### src/rtl/mem_arb_pkg.sv
`default_nettype none
// ============================================================================
// Module   : mem_arb_pkg
// Purpose  : Shared types and constants for the instruction/data memory port
//            arbiter (FSM states, transaction owner, error read data).
// Revision : 1.0 - initial release
// ============================================================================
package mem_arb_pkg;

    // Transaction sequencing states
    typedef enum logic [1:0] {
        IDLE  = 2'd0,
        ISSUE = 2'd1,
        WAIT  = 2'd2,
        DONE  = 2'd3
    } arb_state_t;

    // Which requester owns the in-flight transaction
    typedef enum logic {
        OWN_IF = 1'b0,
        OWN_DM = 1'b1
    } owner_t;

    // Read data returned on an error completion
    localparam int ERR_RDATA = 0;

endpackage
`default_nettype wire

### src/rtl/mem_arb_pick.sv
`default_nettype none
// ============================================================================
// Module   : mem_arb_pick
// Purpose  : Winner select for the shared memory port. Data port has priority;
//            a streak counter forces one fetch grant after MAX_DM_STREAK data
//            grants were made while fetch was waiting.
// Revision : 1.0 - initial release
// ============================================================================
module mem_arb_pick
    import mem_arb_pkg::*;
#(
    parameter int MAX_DM_STREAK = 4
) (
    input  logic   clk,
    input  logic   rst,
    input  logic   if_req,
    input  logic   dm_req,
    input  logic   grant,
    output owner_t owner
);

    localparam int SW = (MAX_DM_STREAK > 0) ? $clog2(MAX_DM_STREAK + 1) : 1;
    localparam logic [SW-1:0] C_STREAK_MAX = SW'(MAX_DM_STREAK);

    logic [SW-1:0] r_streak;
    logic          w_force_if;

    // Data wins unless fetch has been passed over too many times in a row
    always_comb begin
        w_force_if = if_req && (r_streak == C_STREAK_MAX);
        owner      = (dm_req && !w_force_if) ? OWN_DM : OWN_IF;
    end

    // Count data grants taken while fetch waited; saturate at the limit
    always_ff @(posedge clk) begin
        if (rst) begin
            r_streak <= '0;
        end else if (grant) begin
            if (owner == OWN_DM && if_req) begin
                if (r_streak != C_STREAK_MAX) begin
                    r_streak <= r_streak + 1'b1;
                end
            end else begin
                r_streak <= '0;
            end
        end
    end

endmodule
`default_nettype wire

### src/rtl/mem_port_arbiter.sv
`default_nettype none
// ============================================================================
// Module   : mem_port_arbiter
// Purpose  : Shares one single-port variable-latency memory between fetch and
//            load/store. One transaction outstanding, sequenced through
//            IDLE -> ISSUE -> WAIT -> DONE, with timeout and misalignment
//            error completions.
// Revision : 1.0 - initial release
// ============================================================================
module mem_port_arbiter
    import mem_arb_pkg::*;
#(
    parameter int ADDR_W         = 32,
    parameter int DATA_W         = 32,
    parameter int MAX_DM_STREAK  = 4,
    parameter int TIMEOUT_CYCLES = 16
) (
    input  logic              clock,
    input  logic              reset_signal,
    input  logic              if_req,
    input  logic [ADDR_W-1:0] if_addr,
    output logic              if_ack,
    output logic [DATA_W-1:0] if_rdata,
    input  logic              dm_req,
    input  logic              dm_we,
    input  logic [ADDR_W-1:0] dm_addr,
    input  logic [DATA_W-1:0] dm_wdata,
    output logic              dm_ack,
    output logic [DATA_W-1:0] dm_rdata,
    output logic              resp_err,
    output logic              mem_en,
    output logic              mem_we,
    output logic [ADDR_W-1:0] mem_addr,
    output logic [DATA_W-1:0] mem_wdata,
    input  logic              mem_rvalid,
    input  logic [DATA_W-1:0] mem_rdata,
    output logic              pipeline_stall,
    output logic              busy
);

    localparam int CW = $clog2(TIMEOUT_CYCLES);
    localparam logic [CW-1:0] C_CNT_LAST = CW'(TIMEOUT_CYCLES - 1);

    arb_state_t        r_state, w_state_nxt;
    owner_t            w_pick, r_owner;
    logic              w_grant, w_misaligned;
    logic              w_done, w_done_err, w_done_dm, w_done_read;
    logic [DATA_W-1:0] w_done_data;
    logic [CW-1:0]     r_cnt;
    logic [ADDR_W-1:0] r_addr;
    logic [DATA_W-1:0] r_wdata;
    logic              r_we;
    logic              r_mem_en, r_mem_we;
    logic              r_if_ack, r_dm_ack, r_err;
    logic [DATA_W-1:0] r_if_rdata, r_dm_rdata;

    mem_arb_pick #(
        .MAX_DM_STREAK (MAX_DM_STREAK)
    ) u_pick (
        .clk    (clock),
        .rst    (reset_signal),
        .if_req (if_req),
        .dm_req (dm_req),
        .grant  (w_grant),
        .owner  (w_pick)
    );

    // State register
    always_ff @(posedge clock) begin
        if (reset_signal) begin
            r_state <= IDLE;
        end else begin
            r_state <= w_state_nxt;
        end
    end

    // Next state; requests are only looked at in IDLE so DONE never re-grants
    always_comb begin
        w_state_nxt  = r_state;
        w_grant      = 1'b0;
        w_misaligned = 1'b0;
        case (r_state)
            IDLE: begin
                if (if_req || dm_req) begin
                    w_grant = 1'b1;
                    if (w_pick == OWN_DM && dm_addr[1:0] != 2'b00) begin
                        w_misaligned = 1'b1;
                        w_state_nxt  = DONE;
                    end else begin
                        w_state_nxt = ISSUE;
                    end
                end
            end
            ISSUE:   w_state_nxt = WAIT;
            WAIT:    if (w_done) w_state_nxt = DONE;
            DONE:    w_state_nxt = IDLE;
            default: w_state_nxt = IDLE;
        endcase
    end

    // Completion decode: misaligned grant, memory response, or timeout
    always_comb begin
        w_done      = 1'b0;
        w_done_err  = 1'b0;
        w_done_dm   = 1'b0;
        w_done_read = 1'b0;
        w_done_data = mem_rdata;
        if (w_misaligned) begin
            w_done      = 1'b1;
            w_done_err  = 1'b1;
            w_done_dm   = 1'b1;
            w_done_read = !dm_we;
        end else if (r_state == WAIT && (mem_rvalid || r_cnt == C_CNT_LAST)) begin
            w_done      = 1'b1;
            w_done_err  = !mem_rvalid;
            w_done_dm   = (r_owner == OWN_DM);
            w_done_read = !r_we;
        end
        if (w_done_err) begin
            w_done_data = DATA_W'(ERR_RDATA);
        end
    end

    // Latch the granted transaction; these also drive the memory address/data
    always_ff @(posedge clock) begin
        if (reset_signal) begin
            r_owner <= OWN_IF;
            r_addr  <= '0;
            r_we    <= 1'b0;
            r_wdata <= '0;
        end else if (w_grant) begin
            r_owner <= w_pick;
            if (w_pick == OWN_DM) begin
                r_addr  <= dm_addr;
                r_we    <= dm_we;
                r_wdata <= dm_wdata;
            end else begin
                r_addr  <= if_addr;
                r_we    <= 1'b0;
                r_wdata <= '0;
            end
        end
    end

    // One-cycle memory command, high for the ISSUE cycle
    always_ff @(posedge clock) begin
        if (reset_signal) begin
            r_mem_en <= 1'b0;
            r_mem_we <= 1'b0;
        end else begin
            r_mem_en <= w_grant && !w_misaligned;
            r_mem_we <= w_grant && !w_misaligned && (w_pick == OWN_DM) && dm_we;
        end
    end

    // WAIT-cycle counter, cleared while issuing
    always_ff @(posedge clock) begin
        if (reset_signal) begin
            r_cnt <= '0;
        end else if (r_state == ISSUE) begin
            r_cnt <= '0;
        end else if (r_state == WAIT && !w_done) begin
            r_cnt <= r_cnt + 1'b1;
        end
    end

    // Ack/error pulses and held read data, all landing in the DONE cycle
    always_ff @(posedge clock) begin
        if (reset_signal) begin
            r_if_ack   <= 1'b0;
            r_dm_ack   <= 1'b0;
            r_err      <= 1'b0;
            r_if_rdata <= '0;
            r_dm_rdata <= '0;
        end else begin
            r_if_ack <= w_done && !w_done_dm;
            r_dm_ack <= w_done && w_done_dm;
            r_err    <= w_done && w_done_err;
            if (w_done && !w_done_dm) begin
                r_if_rdata <= w_done_data;
            end
            if (w_done && w_done_dm && w_done_read) begin
                r_dm_rdata <= w_done_data;
            end
        end
    end

    assign if_ack         = r_if_ack;
    assign if_rdata       = r_if_rdata;
    assign dm_ack         = r_dm_ack;
    assign dm_rdata       = r_dm_rdata;
    assign resp_err       = r_err;
    assign mem_en         = r_mem_en;
    assign mem_we         = r_mem_we;
    assign mem_addr       = r_addr;
    assign mem_wdata      = r_wdata;
    assign pipeline_stall = (if_req & ~r_if_ack) | (dm_req & ~r_dm_ack);
    assign busy           = (r_state != IDLE);

endmodule
`default_nettype wire
### config.mk
export PLATFORM = sky130hd
export DESIGN_NAME = mem_port_arbiter
export DESIGN_NICKNAME = d
export VERILOG_FILES = /design/src/rtl/mem_arb_pkg.sv /design/src/rtl/mem_arb_pick.sv /design/src/rtl/mem_port_arbiter.sv
export SDC_FILE = /design/constraint.sdc
export NUM_CORES = 1
export LEC_CHECK = 0
export ABC_CLOCK_PERIOD_IN_PS = 3160
export CAP_MARGIN = 20
export CORE_ASPECT_RATIO = 1.75
export CORE_UTILIZATION = 45
export CTS_CLUSTER_SIZE = 25
export DETAILED_ROUTE_END_ITERATION = 12
export GPL_TIMING_DRIVEN = 0
export HOLD_SLACK_MARGIN = 0.05
export PLACE_DENSITY_LB_ADDON = 0.25
export SLEW_MARGIN = 5
export SYNTH_ARGS = -nofsm -noshare
export SYNTH_HDL_FRONTEND = slang
export SYNTH_SLANG_ARGS = --single-unit
export TNS_END_PERCENT = 10
### constraint.sdc
create_clock -name clock -period 3.16 [get_ports clock]
set_input_delay 0.474 -clock clock [delete_from_list [all_inputs] [get_ports clock]]
set_output_delay 0.474 -clock clock [all_outputs]
set_load 0.03 [all_outputs]
; ---- Yosys cells after proc, flatten, opt, wreduce, memory -nomap -nowiden
; Index checks and enable logic that the tools add are counted.
[totals]
elab_cells = 82
out_inout_bits = 135
register_bits = 144
inputBits = 134
[classes]
n_reduce_logical = 28
addsub = 2
mux = 24
eq_ne = 9
n_bitwise = 5
[op_table]
columns = op, n
row1 = $mux W32, 3
row2 = $mux W1, 15
row3 = $logic_and A1 B1 Y1, 13
row4 = $pmux W2 S4, 1
row5 = $logic_not A1 Y1, 7
row6 = $mux W2, 3
row7 = $mux W3, 2
row8 = $ne A2 B2 Y1 const B, 3
row9 = $add A4 B1 Y4 const B, 1
row10 = $eq A2 B2 Y1 const B, 2
row11 = $eq A4 B4 Y1 const B, 1
row12 = $reduce_and A2 Y1, 2
row13 = $reduce_bool A2 Y1, 2
row14 = $add A3 B1 Y3 const B, 1
row15 = $eq A3 B3 Y1 const B, 1
row16 = $ne A3 B3 Y1 const B, 1
row17 = $and A1 B1 Y1, 2
row18 = $eq A2 B1 Y1 const B, 1
row19 = $logic_not A2 Y1, 1
row20 = $logic_or A1 B1 Y1, 2
row21 = $not A1 Y1, 2
row22 = $reduce_or A2 Y1, 1
row23 = $or A1 B1 Y1, 1

; ---- Logic depth before layout (Yosys ltp)
; Gate-level depths: netlist (run 1).
[logic_depth]
depth_word = 13
ltp_mapped = 8
depth_no_buf = 6

; ---- Hierarchy
; From an unflattened synthesis (run 1), not the netlist that was laid out.
[hier_totals]
hier_cells = 659
area_unflattened_um2 = 5726.7
[modules_own_cells]
columns = module, seq_area_each_um2, cells_per_inst, area_per_inst_um2, n_inst
row1 = mem_port_arbiter, 2822.7, 640, 5544.1, 1
row2 = mem_arb_pick, 60.1, 19, 182.7, 1

; ---- Worst setup path before layout (run 1)
; No wires, ideal clock.
[synth_timing]
path_type = flip-flop to flip-flop
startpoint = register r_state[0]
endpoint = register r_if_rdata[10], in the netlist if_rdata[10]
setup_slack_ps = 1382
stages_incl_launch_ff = 8
t_required_ps = 3037
t_arrival_ps = 1655
synth_period_minus_slack_ps = 1778
setup_time_ps = 123
n_path_buf = 2
path_cell_list = dfxtp_1 > inv_1 > ha_1 > o211a_4 > a2111oi_2 > buf_4 > clkbuf_2 > o21ai_0
[synth_between]
elab_chain_cells = 6
elab_cells_between_ends = 13
classes_between = 1 x eq/ne / 8 x mux / 4 x reduce/logical
[synth_lines]
columns = item, line_no
row1 = "start, declared", mem_port_arbiter.sv:44  ; arb_state_t r_state, w_state_nxt;
row2 = "start signal, assigned", mem_port_arbiter.sv:73  ; r_state <= w_state_nxt;
row3 = $eq A2 B2 Y1, mem_port_arbiter.sv:113  ; end else if (r_state == WAIT && (mem_rvalid || r_cnt == C_CNT_LAST)) begin
row4 = $logic_and A1 B1 Y1, mem_port_arbiter.sv:113
row5 = $mux W1, mem_port_arbiter.sv:113
row6 = $mux W1, mem_port_arbiter.sv:108  ; if (w_misaligned) begin
row7 = $logic_not A1 Y1, mem_port_arbiter.sv:179  ; if (w_done && !w_done_dm) begin
row8 = $logic_and A1 B1 Y1, mem_port_arbiter.sv:179
row9 = "end signal, assigned", mem_port_arbiter.sv:180  ; r_if_rdata <= w_done_data;
row10 = "end, declared", mem_port_arbiter.sv:55  ; logic [DATA_W-1:0] r_if_rdata, r_dm_rdata;
; Several ways; a longest one is shown, not always the timed one.
; A chain may end at the register's enable or synchronous reset.

; ---- Final worst setup path (run 1)
[layout_timing]
startpoint = input port if_req
endpoint = output port pipeline_stall
[layout_between]
elab_chain_cells = 2
[layout_lines]
columns = item, line_no
row1 = "start, declared", mem_port_arbiter.sv:20  ; input logic if_req,
row2 = $and A1 B1 Y1, mem_port_arbiter.sv:197  ; assign pipeline_stall = (if_req & ~r_if_ack) | (dm_req & ~r_dm_ack);
row3 = $or A1 B1 Y1, mem_port_arbiter.sv:197
row4 = "end, declared", mem_port_arbiter.sv:37  ; output logic pipeline_stall,
; No other way between the ends.

==> flow_metrics.py, run 1 <==
metrics = {
    "logic_synthesis": {
        "synth_ff_type": "dfxtp_1",
        "yosys_register_bits": 144,
        "synth-seq-area-share": 0.4811,
        "postSynthAreaPerCell_um2": 8.560,
        "yosys_warnings": 0,
        "synth_fp_nets": 840,
        "async_flop_share": 0,
        "synth_top_cell_by_area": "dfxtp_1",
        "synth-edff-count": 0,
        "synth_top_area_frac": 0.4811,
        "netlist_area_um2": 5992,
        "syn-instance-count": 700,
        "ys_types": 41,
        "synth_area_leaders": "dfxtp_1 (48%), nand2_1 (8.5%), mux2i_1 (5.3%)",
    },
    "layout": {
        "num_antenna_cells": 0,
        "multiInputGateArea_um2": 2791,
        "regArea_um2": 2883,
        "final_common_cell": "clkdlybuf4s50_1",
        "fillers": 1019,
        "final_area_um2": 9484,
        "finish.cell_count_without_fillers": 1169,
        "mostFrequentLayoutCells": "clkdlybuf4s50_1 (267), dfxtp_1 (144), nand2_1 (135), nor2_1 (71), clkbuf_1 (45)",
        "syn2layout_area_growth_pct": 58.28,
        "utilization": 0.7331,
        "final_nets": 1126,
        "drive_gt1_frac": 0.05010,
    },
    "critical_path": {
        "path_buf_inv": 3,
        "arrival_ns": 2.17,
        "cp_top_family": "buffers and inverters",
        "rr_startpoint": "r_state[0]",
        "crit_type": "in2out",
        "cpMostUsedCell": "clkdlybuf4s50_1",
        "cp_max_fo": 5,
        "required_ns": 2.69,
        "worstSetupStartpointType": "input pin",
        "crit_path_top_delay_cell": "clkdlybuf4s50_1",
        "end_kind": "primary output",
        "crit_path_max_incr_delay_ns": 0.73,
        "path_cells": "clkdlybuf4s50_1, inv_1, o22ai_1, clkdlybuf4s50_1",
        "cp-startpoint": "if_req",
    },
    "timing": {
        "fin_crit_ns": 2.646,
        "maxSlewViolCount": 0,
        "worst_clock_skew_ns": 0.01131,
        "tightest_slew_ns": 0.7561,
        "period_share": 0.8375,
        "hold_viol_final": 0,
        "setup_viol": 0,
        "setup_tns_ns": 0,
        "timing.fmax_mhz": 377.9,
        "relSlewSlack": 0.4925,
        "rsz0062_at_grt": "false",
    },
    "cts": {
        "h-tree-depth": 4,
        "worstSkewPairLatency_ns": 0.41,
        "cts.sinks": 144,
        "clkTransAtPathRegs_ns": 0.06,
        "clk_path_buf_depth": 2,
        "cts_root_buffer": "clkbuf_16",
        "cts_tree": "done",
        "cts_made_buffers": 17,
        "post_cts_buffers": 0,
        "holdBufCountCts": 0,
        "cts.repair.resized": 0,
    },
    "grt": {
        "antenna_found_initial": 0,
        "grt_pass1_vias": 6021,
        "grt_overflow_total": 0,
        "grt_pass1_wl_um": 29350,
        "grt_start_max_net_pins": 17,
        "track_usage": 0.2747,
    },
    "floorplan": {
        "core_um2": 12940,
        "die_w_um": 89.23,
        "die_area_um2": 13800,
        "num_rows": 55,
        "fp.dieH_um": 154.7,
        "ios": 269,
        "start_util": 0.4632,
    },
    "routing": {
        "first_pass_iters": 7,
        "routedWlPerCell_um": 16.03,
        "drc_errors": 0,
        "drt_iter0_markers": 287,
        "dr_total_vias": 6089,
        "routed_wl_um": 18740,
        "via_per_inst": 5.209,
        "ant_nets": 0,
    },
    "status": {
        "outcome": "complete, no violations",
    },
    "pwr": {
        "vdd_drop_max_mv": 0.4842,
        "p_leak_nw": 3.671,
        "totalPowerFinal_w": 0.007067,
        "powerDensity_nw_per_um2": 745.1,
    },
    "min_path": {
        "min_from": "dm_rdata[6]",
        "hold_path_class": "reg2reg",
    },
    "placed_design": {
        "post_dp_cell_area_um2": 8879,
        "placedCellCount": 1138,
        "dp_hpwl_um": 14080,
        "finalWeightedCongestion": 0.8450,
        "io_buffers": 267,
    },
    "job": {
        "maxCapViolations": 0,
    },
}
power breakdown:
part           internal, W  switching [W]  total, W
Combinational      0.00107        0.00161   0.00268
Sequential         0.00214       0.000174   0.00232
Clock              0.00125       0.000817   0.00207
Total              0.00447        0.00260   0.00707
logic make-up after synthesis:
kind of cell,after synthesis,synth area share
adders and majority gates,6,0.01253
DFF,144,0.4811
buffers and inverters,71,0.05304
AOI/OAI and AO/OA,157,0.1877
and+or+nand+nor,290,0.2122
muxes,32,0.05346
flip-flops by register name, summed over array words and instances, names as in the netlist:
signal and flops:
dm_rdata 32, if_rdata 32, mem_addr 32, mem_wdata 32, r_cnt 4, u_pick.r_streak 3
r_state 2, dm_ack 1, if_ack 1, mem_en 1, mem_we 1, r_owner 1
r_we 1, resp_err 1
metal layers:
metal / global-route usage / routed length (µm) / vias to the layer above
met1: 0.2687 / 6561 / 2827
li1: - / - / 2986
met3: 0.08751 / 1380 / 41
met4: 0.1179 / 591 / 0
met5: 0 / 0 / -
met2: 0.5093 / 10200 / 235
area by class of cell:
| type | count | share of cell area |
|---|---|---|
| multi-input combinational | 485 | 0.2943 |
| clock buffer | 17 | 0.04485 |
| tap | 171 | 0.02256 |
| sequential | 144 | 0.3040 |
| inverter | 10 | 0.003958 |
| buffer | 61 | 0.02955 |
| clock inverter | 14 | 0.01900 |
| timing repair buffer | 267 | 0.2818 |
tightest hold or removal path, delay by kind of cell (launching register included):
kind / cells / cell delay (ns)
flops: 1 / 0.31
mux: 1 / 0.05
simple gates: 1 / 0.05
Yosys cell counts, types with 6 or more instances:
master,instances
mux2i_1,32
nand2_1,135
o21ai_0,35
ha_1,6
a21oi_1,9
clkbuf_1,45
nand2b_1,34
a21boi_0,33
nor2_1,71
dfxtp_1,144
nand3_1,35
a22oi_1,33
a311oi_1,32
inv_1,10
stage by stage:
stage	hold WS, ns	worst slack, ns
3_3_place_gp	0.4438	0.6047
2_1_floorplan	0.4311	1.382
5_1_grt	0.4670	0.4885
4_1_cts	0.4472	0.5301
6_report	0.4567	0.5135
3_5_place_dp	0.4477	0.5502
worst paths after layout:
| path | end | slack [ns] | cells after the start |
|---|---|---|---|
| worst max register to register | dm_rdata[23] | 0.97 | 7 |
| worst min-delay path | dm_rdata[6] | 0.46 | 2 |
| worst max-delay path | pipeline_stall | 0.51 | 4 |
| worst min register to register | dm_rdata[6] | 0.46 | 2 |
Power figures use the tool's default switching activity.
==> run 2, diff against run 1 <==
--- a/config.mk
+++ b/config.mk
@@ -5,10 +5,10 @@
 export SDC_FILE = /design/constraint.sdc
 export NUM_CORES = 1
 export LEC_CHECK = 0
-export ABC_CLOCK_PERIOD_IN_PS = 3160
+export ABC_CLOCK_PERIOD_IN_PS = 2460
 export CAP_MARGIN = 20
 export CORE_ASPECT_RATIO = 1.75
-export CORE_UTILIZATION = 45
+export CORE_UTILIZATION = 42
 export CTS_CLUSTER_SIZE = 25
 export DETAILED_ROUTE_END_ITERATION = 12
 export GPL_TIMING_DRIVEN = 0
==> constraint.sdc (replaced) <==
create_clock -name clock -period 2.46 [get_ports clock]
set_input_delay 0.369 -clock clock [delete_from_list [all_inputs] [get_ports clock]]
set_output_delay 0.369 -clock clock [all_outputs]
set_load 0.03 [all_outputs]
==> run 2 against run 1 <==
Against the previous run: non-clock buffer count did not move; largest power group unchanged; utilization decreased by 5.0 points; largest cell class unchanged; clock-buffer cell count increased by 2; via count down 0.61%.
==> flow_metrics.py, run 2 (synthesis gave the netlist of run 1 again) <==
metrics = {
    "timing": {
        "tightest_slew_ns": 0.7375,
        "relSlewSlack": 0.5050,
        "period_share": 0.9633,
        "setup_viol": 0,
        "hold_viol_final": 0,
        "fin_crit_ns": 2.370,
        "timing.fmax_mhz": 422.0,
        "maxSlewViolCount": 0,
        "worst_clock_skew_ns": 0.009225,
        "hold_slack_ns": 0.3730,
        "rsz0062_at_grt": "false",
    },
    "layout": {
        "final_nets": 1126,
        "syn2layout_area_growth_pct": 58.63,
        "fillers": 1180,
        "mostFrequentLayoutCells": "clkdlybuf4s50_1 (266), dfxtp_1 (144), nand2_1 (135), nor2_1 (71), clkbuf_1 (46)",
        "final_common_cell": "clkdlybuf4s50_1",
        "drive_gt1_frac": 0.05005,
        "finish.cell_count_without_fillers": 1176,
        "num_antenna_cells": 0,
    },
    "cts": {
        "clkTransAtPathRegs_ns": 0.06,
        "worstSkewPairLatency_ns": 0.42,
        "cts.repair.resized": 0,
        "post_cts_buffers": 0,
        "holdBufCountCts": 0,
        "cts_made_buffers": 17,
        "h-tree-depth": 4,
        "clk_path_buf_depth": 2,
        "cts.sinks": 144,
        "cts_root_buffer": "clkbuf_16",
        "cts_tree": "done",
    },
    "routing": {
        "wl_met2_um": 10160,
        "dr_total_vias": 6052,
        "routedWlPerCell_um": 15.88,
        "drt-met1-wl_um": 6707,
        "route.met3.wl_um": 1267,
        "drc_errors": 0,
        "ant_nets": 0,
        "routed_wl_um": 18670,
        "via_per_inst": 5.146,
        "top_layer_used": "met4",
        "first_pass_iters": 4,
        "drt_iter0_markers": 261,
    },
    "placed_design": {
        "finalWeightedCongestion": 0.8367,
        "io_buffers": 267,
        "dp_hpwl_um": 14350,
        "placedCellCount": 1144,
    },
    "grt": {
        "grt_pass1_vias": 6205,
        "grt_start_max_net_pins": 17,
        "grt_overflow_total": 0,
        "antenna_found_initial": 0,
        "grt_pass1_wl_um": 30400,
        "track_usage": 0.2603,
    },
    "status": {
        "outcome": "complete, no violations",
    },
    "critical_path": {
        "arrival_ns": 2.00,
        "cp_max_fo": 5,
        "worstSetupStartpointType": "input pin",
        "crit_type": "in2out",
        "end_kind": "primary output",
        "r2r_cells": 7,
        "required_ns": 2.09,
    },
    "min_path": {
        "min_delay_path_depth": 3,
        "hold_path_class": "in2reg",
    },
    "floorplan": {
        "fp.dieH_um": 160.0,
        "start_util": 0.4309,
        "ios": 269,
        "num_rows": 57,
        "die_area_um2": 14770,
        "core_um2": 13910,
        "die_w_um": 92.29,
    },
    "pwr": {
        "p_leak_nw": 3.678,
        "vdd_drop_max_mv": 0.6392,
        "powerDensity_nw_per_um2": 960.4,
    },
    "job": {
        "maxCapViolations": 0,
    },
}
[run 2: changes by cell type in the layout (fill, tap and decap cells not counted), sizes merged]
cell and change:
clkinv -5, clkbuf +2, clkinvlp +2, inv +2, clkdlybuf4s50 -1, dlymetal6s2s +1
[run 2: routing by layer]
| metal | global-route usage | vias to the layer above |
|---|---|---|
| li1 | - | 2995 |
| met1 | 0.2576 | 2781 |
| met2 | 0.4915 | 235 |
| met3 | 0.08143 | 41 |
| met4 | 0.1030 | 0 |
| met5 | 0 | - |
[run 2: power by group]
part	total (W)	switching [W]	internal, W
clock network	0.00271	0.00107	0.00165
registers	0.00297	0.000220	0.00275
logic	0.00344	0.00207	0.00137
total	0.00913	0.00336	0.00577
[run 2: path summary, 6_finish.rpt]
check / startpoint / endpoint / slack [ns]
worst min-delay path: dm_req / u_pick.r_streak[2] / 0.37
worst max-delay path: if_req / pipeline_stall / 0.09
worst max register to register: r_state[0] / dm_rdata[25] / 0.35
worst min register to register: dm_rdata[23] / dm_rdata[23] / 0.46
[run 2: worst max-delay path, stage by stage]
cell	delay, ns
clkdlybuf4s50_1	0.63
inv_1	0.11
o22ai_1	0.17
clkdlybuf4s50_1	0.72
[run 2: cell type report]
class                           instances  area (µm²)  area share
Clock buffer                           19       442.9     0.04660
Timing Repair Buffer                  267        2675      0.2814
Tap cell                              177       221.5     0.02330
Multi-Input combinational cell        485        2791      0.2937
Sequential cell                       144        2883      0.3033
Buffer                                 61       280.3     0.02949
Inverter                               10       37.54    0.003949
Clock inverter                         13       173.9     0.01830
[run 2: through the flow]
stage	setup slack (ns)	cell area (µm²)	utilization	setup TNS, ns	total power, W
6_report	0.09030	9505	0.6835	0	0.009129
2_1_floorplan	0.6824	5992	-	0	0.005029
5_1_grt	0.01028	9505	0.6835	0	0.009579
3_5_place_dp	-0.001550	8886	0.6390	-0.001550	0.006463
3_3_place_gp	0.04004	8886	0.6390	0	0.006425
4_1_cts	0.06098	9503	0.6833	0	0.009190
==> run 3, diff against run 2 <==
--- a/config.mk
+++ b/config.mk
@@ -8,7 +8,8 @@
 export ABC_CLOCK_PERIOD_IN_PS = 2460
 export CAP_MARGIN = 20
 export CORE_ASPECT_RATIO = 1.75
-export CORE_UTILIZATION = 42
+export CORE_UTILIZATION = 43
+export CTS_BUF_LIST = sky130_fd_sc_hd__clkbuf_8
 export CTS_CLUSTER_SIZE = 25
 export DETAILED_ROUTE_END_ITERATION = 12
 export GPL_TIMING_DRIVEN = 0
==> run 3 against run 2 <==
Against the previous run: die area shrank 2.3%; clock power shrank 25%; via count down 0.38%; total power down 7.7%; final cell count fell by 0.34%; worst hold slack got worse by 0.034 ns; sequential share of layout area rose by 0.64 points; critical path type is now reg2reg; largest cell class unchanged; largest power group unchanged.
==> flow_metrics.py, run 3 (synthesis gave the netlist of run 1 again) <==
metrics = {
    "timing": {
        "relSlewSlack": 0.4974,
        "maxSlewViolCount": 0,
        "worst_clock_skew_ns": 0.01025,
        "setup_tns_ns": 0,
        "setup_ws_ns": 0.2760,
        "period_share": 0.8878,
        "setup_viol": 0,
        "tightest_slew_ns": 0.7489,
        "rsz0062_at_grt": "false",
        "timing.fmax_mhz": 457.9,
        "hold_slack_ns": 0.3387,
        "fin_crit_ns": 2.184,
        "hold_viol_final": 0,
    },
    "pwr": {
        "power_frac_comb": 0.407,
        "powerDensity_nw_per_um2": 905.2,
        "switchingPower_w": 0.003212,
        "pwr-share-seq": 0.352,
        "clkPwrFrac": 0.241,
        "p_int_w": 0.005214,
        "switching_share": 0.3812,
        "vdd_drop_max_mv": 0.5543,
        "p_leak_nw": 3.597,
    },
    "layout": {
        "num_antenna_cells": 0,
        "syn2layout_area_growth_pct": 55.36,
        "multiInputGateArea_um2": 2791,
        "final_nets": 1126,
        "fillers": 1150,
        "regArea_um2": 2883,
        "mostFrequentLayoutCells": "clkdlybuf4s50_1 (265), dfxtp_1 (144), nand2_1 (135), nor2_1 (71), clkbuf_1 (45)",
        "utilization": 0.6884,
        "final_common_cell": "clkdlybuf4s50_1",
        "drive_gt1_frac": 0.04810,
        "final_area_um2": 9309,
    },
    "cts": {
        "clk_path_buf_depth": 2,
        "cts_tree": "done",
        "h-tree-depth": 4,
        "cts_root_buffer": "clkbuf_8",
        "cts_made_buffers": 17,
        "cts.sinks": 144,
        "clkTransAtPathRegs_ns": 0.08,
        "worstSkewPairLatency_ns": 0.44,
        "post_cts_buffers": 0,
    },
    "critical_path": {
        "crit_path_max_incr_delay_ns": 0.47,
        "rr_startpoint": "r_state[0]",
        "worstSetupStartpointType": "register",
        "arrival_ns": 2.55,
        "cp_max_fo": 10,
        "crit_path_top_delay_cell": "a31oi_1",
        "required_ns": 2.83,
        "path_cells": "inv_1, ha_1, o211a_4, a31oi_1, clkbuf_1, nand2_1, mux2i_1",
        "ff2ff_setup_slack_ns": 0.28,
        "worstReg2RegEnd": "dm_rdata[12]",
        "r2r_cells": 7,
        "cp-startpoint": "r_state[0]",
        "crit_type": "reg2reg",
        "end_kind": "register",
    },
    "job": {
        "maxCapViolations": 0,
    },
    "routing": {
        "routed_wl_um": 18330,
        "drt_iter0_markers": 227,
        "routedWlPerCell_um": 15.64,
        "ant_nets": 0,
        "first_pass_iters": 4,
        "drc_errors": 0,
        "dr_total_vias": 6029,
        "via_per_inst": 5.144,
    },
    "placed_design": {
        "finalWeightedCongestion": 0.8264,
        "post_dp_cell_area_um2": 8882,
        "pre_cts_slack_ns": -0.03897,
        "dp_hpwl_um": 14170,
        "io_buffers": 267,
    },
    "grt": {
        "antenna_found_initial": 0,
        "grt_pass1_wl_um": 29040,
        "grt_pass1_vias": 5992,
        "track_usage": 0.2561,
        "grt_start_max_net_pins": 17,
        "grt_overflow_total": 0,
    },
    "min_path": {
        "min_to": "u_pick.r_streak[2]",
        "hold_path_class": "in2reg",
        "min_from": "dm_req",
        "min_delay_path_depth": 3,
    },
    "floorplan": {
        "core_um2": 13520,
        "die_w_um": 91.24,
        "num_rows": 56,
        "die_area_um2": 14430,
        "fp.dieH_um": 158.2,
        "ios": 269,
        "start_util": 0.4431,
    },
    "status": {
        "outcome": "complete, no violations",
    },
}
[run 3: per-layer routing]
layer,up-vias,track usage,wire length [µm]
li1,2988,-,-
met1,2789,0.2600,6789
met2,233,0.4827,9842
met3,19,0.08357,1380
met4,0,0.09675,314
met5,-,0,0
[run 3: layout make-up]
class	instances	share of cell area
Buffer	61	0.03011
Clock buffer	17	0.02513
Clock inverter	14	0.02056
Inverter	10	0.004032
Multi-Input combinational cell	485	0.2999
Sequential cell	144	0.3097
Tap cell	174	0.02339
Timing Repair Buffer	267	0.2872
[run 3: power groups by stage]
stage	combinational, W	sequential (W)	clock (W)
2_1_floorplan	0.00127	0.00376	0
3_3_place_gp	0.00340	0.00301	0
3_5_place_dp	0.00344	0.00302	0
4_1_cts	0.00344	0.00297	0.00206
5_1_grt	0.00367	0.00302	0.00216
6_report	0.00343	0.00297	0.00203
[run 3: worst max-delay path, delay by kind of cell, from the launching register on]
kind / cells / cell delay (ns)
compound gates: 2 / 0.68
simple gates: 1 / 0.12
mux: 1 / 0.17
fa+ha+maj: 1 / 0.30
flops: 1 / 0.34
buf+inv: 2 / 0.51
[run 3: how the worst max path moves through the flow]
| stage | to | slack (ns) | cells after the start |
|---|---|---|---|
| 3_5_place_dp | dm_rdata[12] | -0.04 | 6 |
| 4_1_cts | pipeline_stall | 0.1 | 4 |
| 2_1_floorplan | if_rdata[10] | 0.68 | 7 |
| 6_report | dm_rdata[12] | 0.28 | 7 |
| 3_3_place_gp | dm_rdata[12] | 0.04 | 6 |
| 5_1_grt | dm_rdata[12] | 0.1 | 7 |
[run 3: stage by stage]
stage               power (W)  std cells
finish               0.008426       1172
global route         0.008855       1172
CTS                  0.008473       1172
detailed placement   0.006454       1141
global placement     0.006401       1141
floorplan            0.005029        700
[run 3: timing repair]
action,4_1_cts,5_1_grt
hold buffers,0,0
setup endpoints to repair,1,1
gates resized for setup,1,1
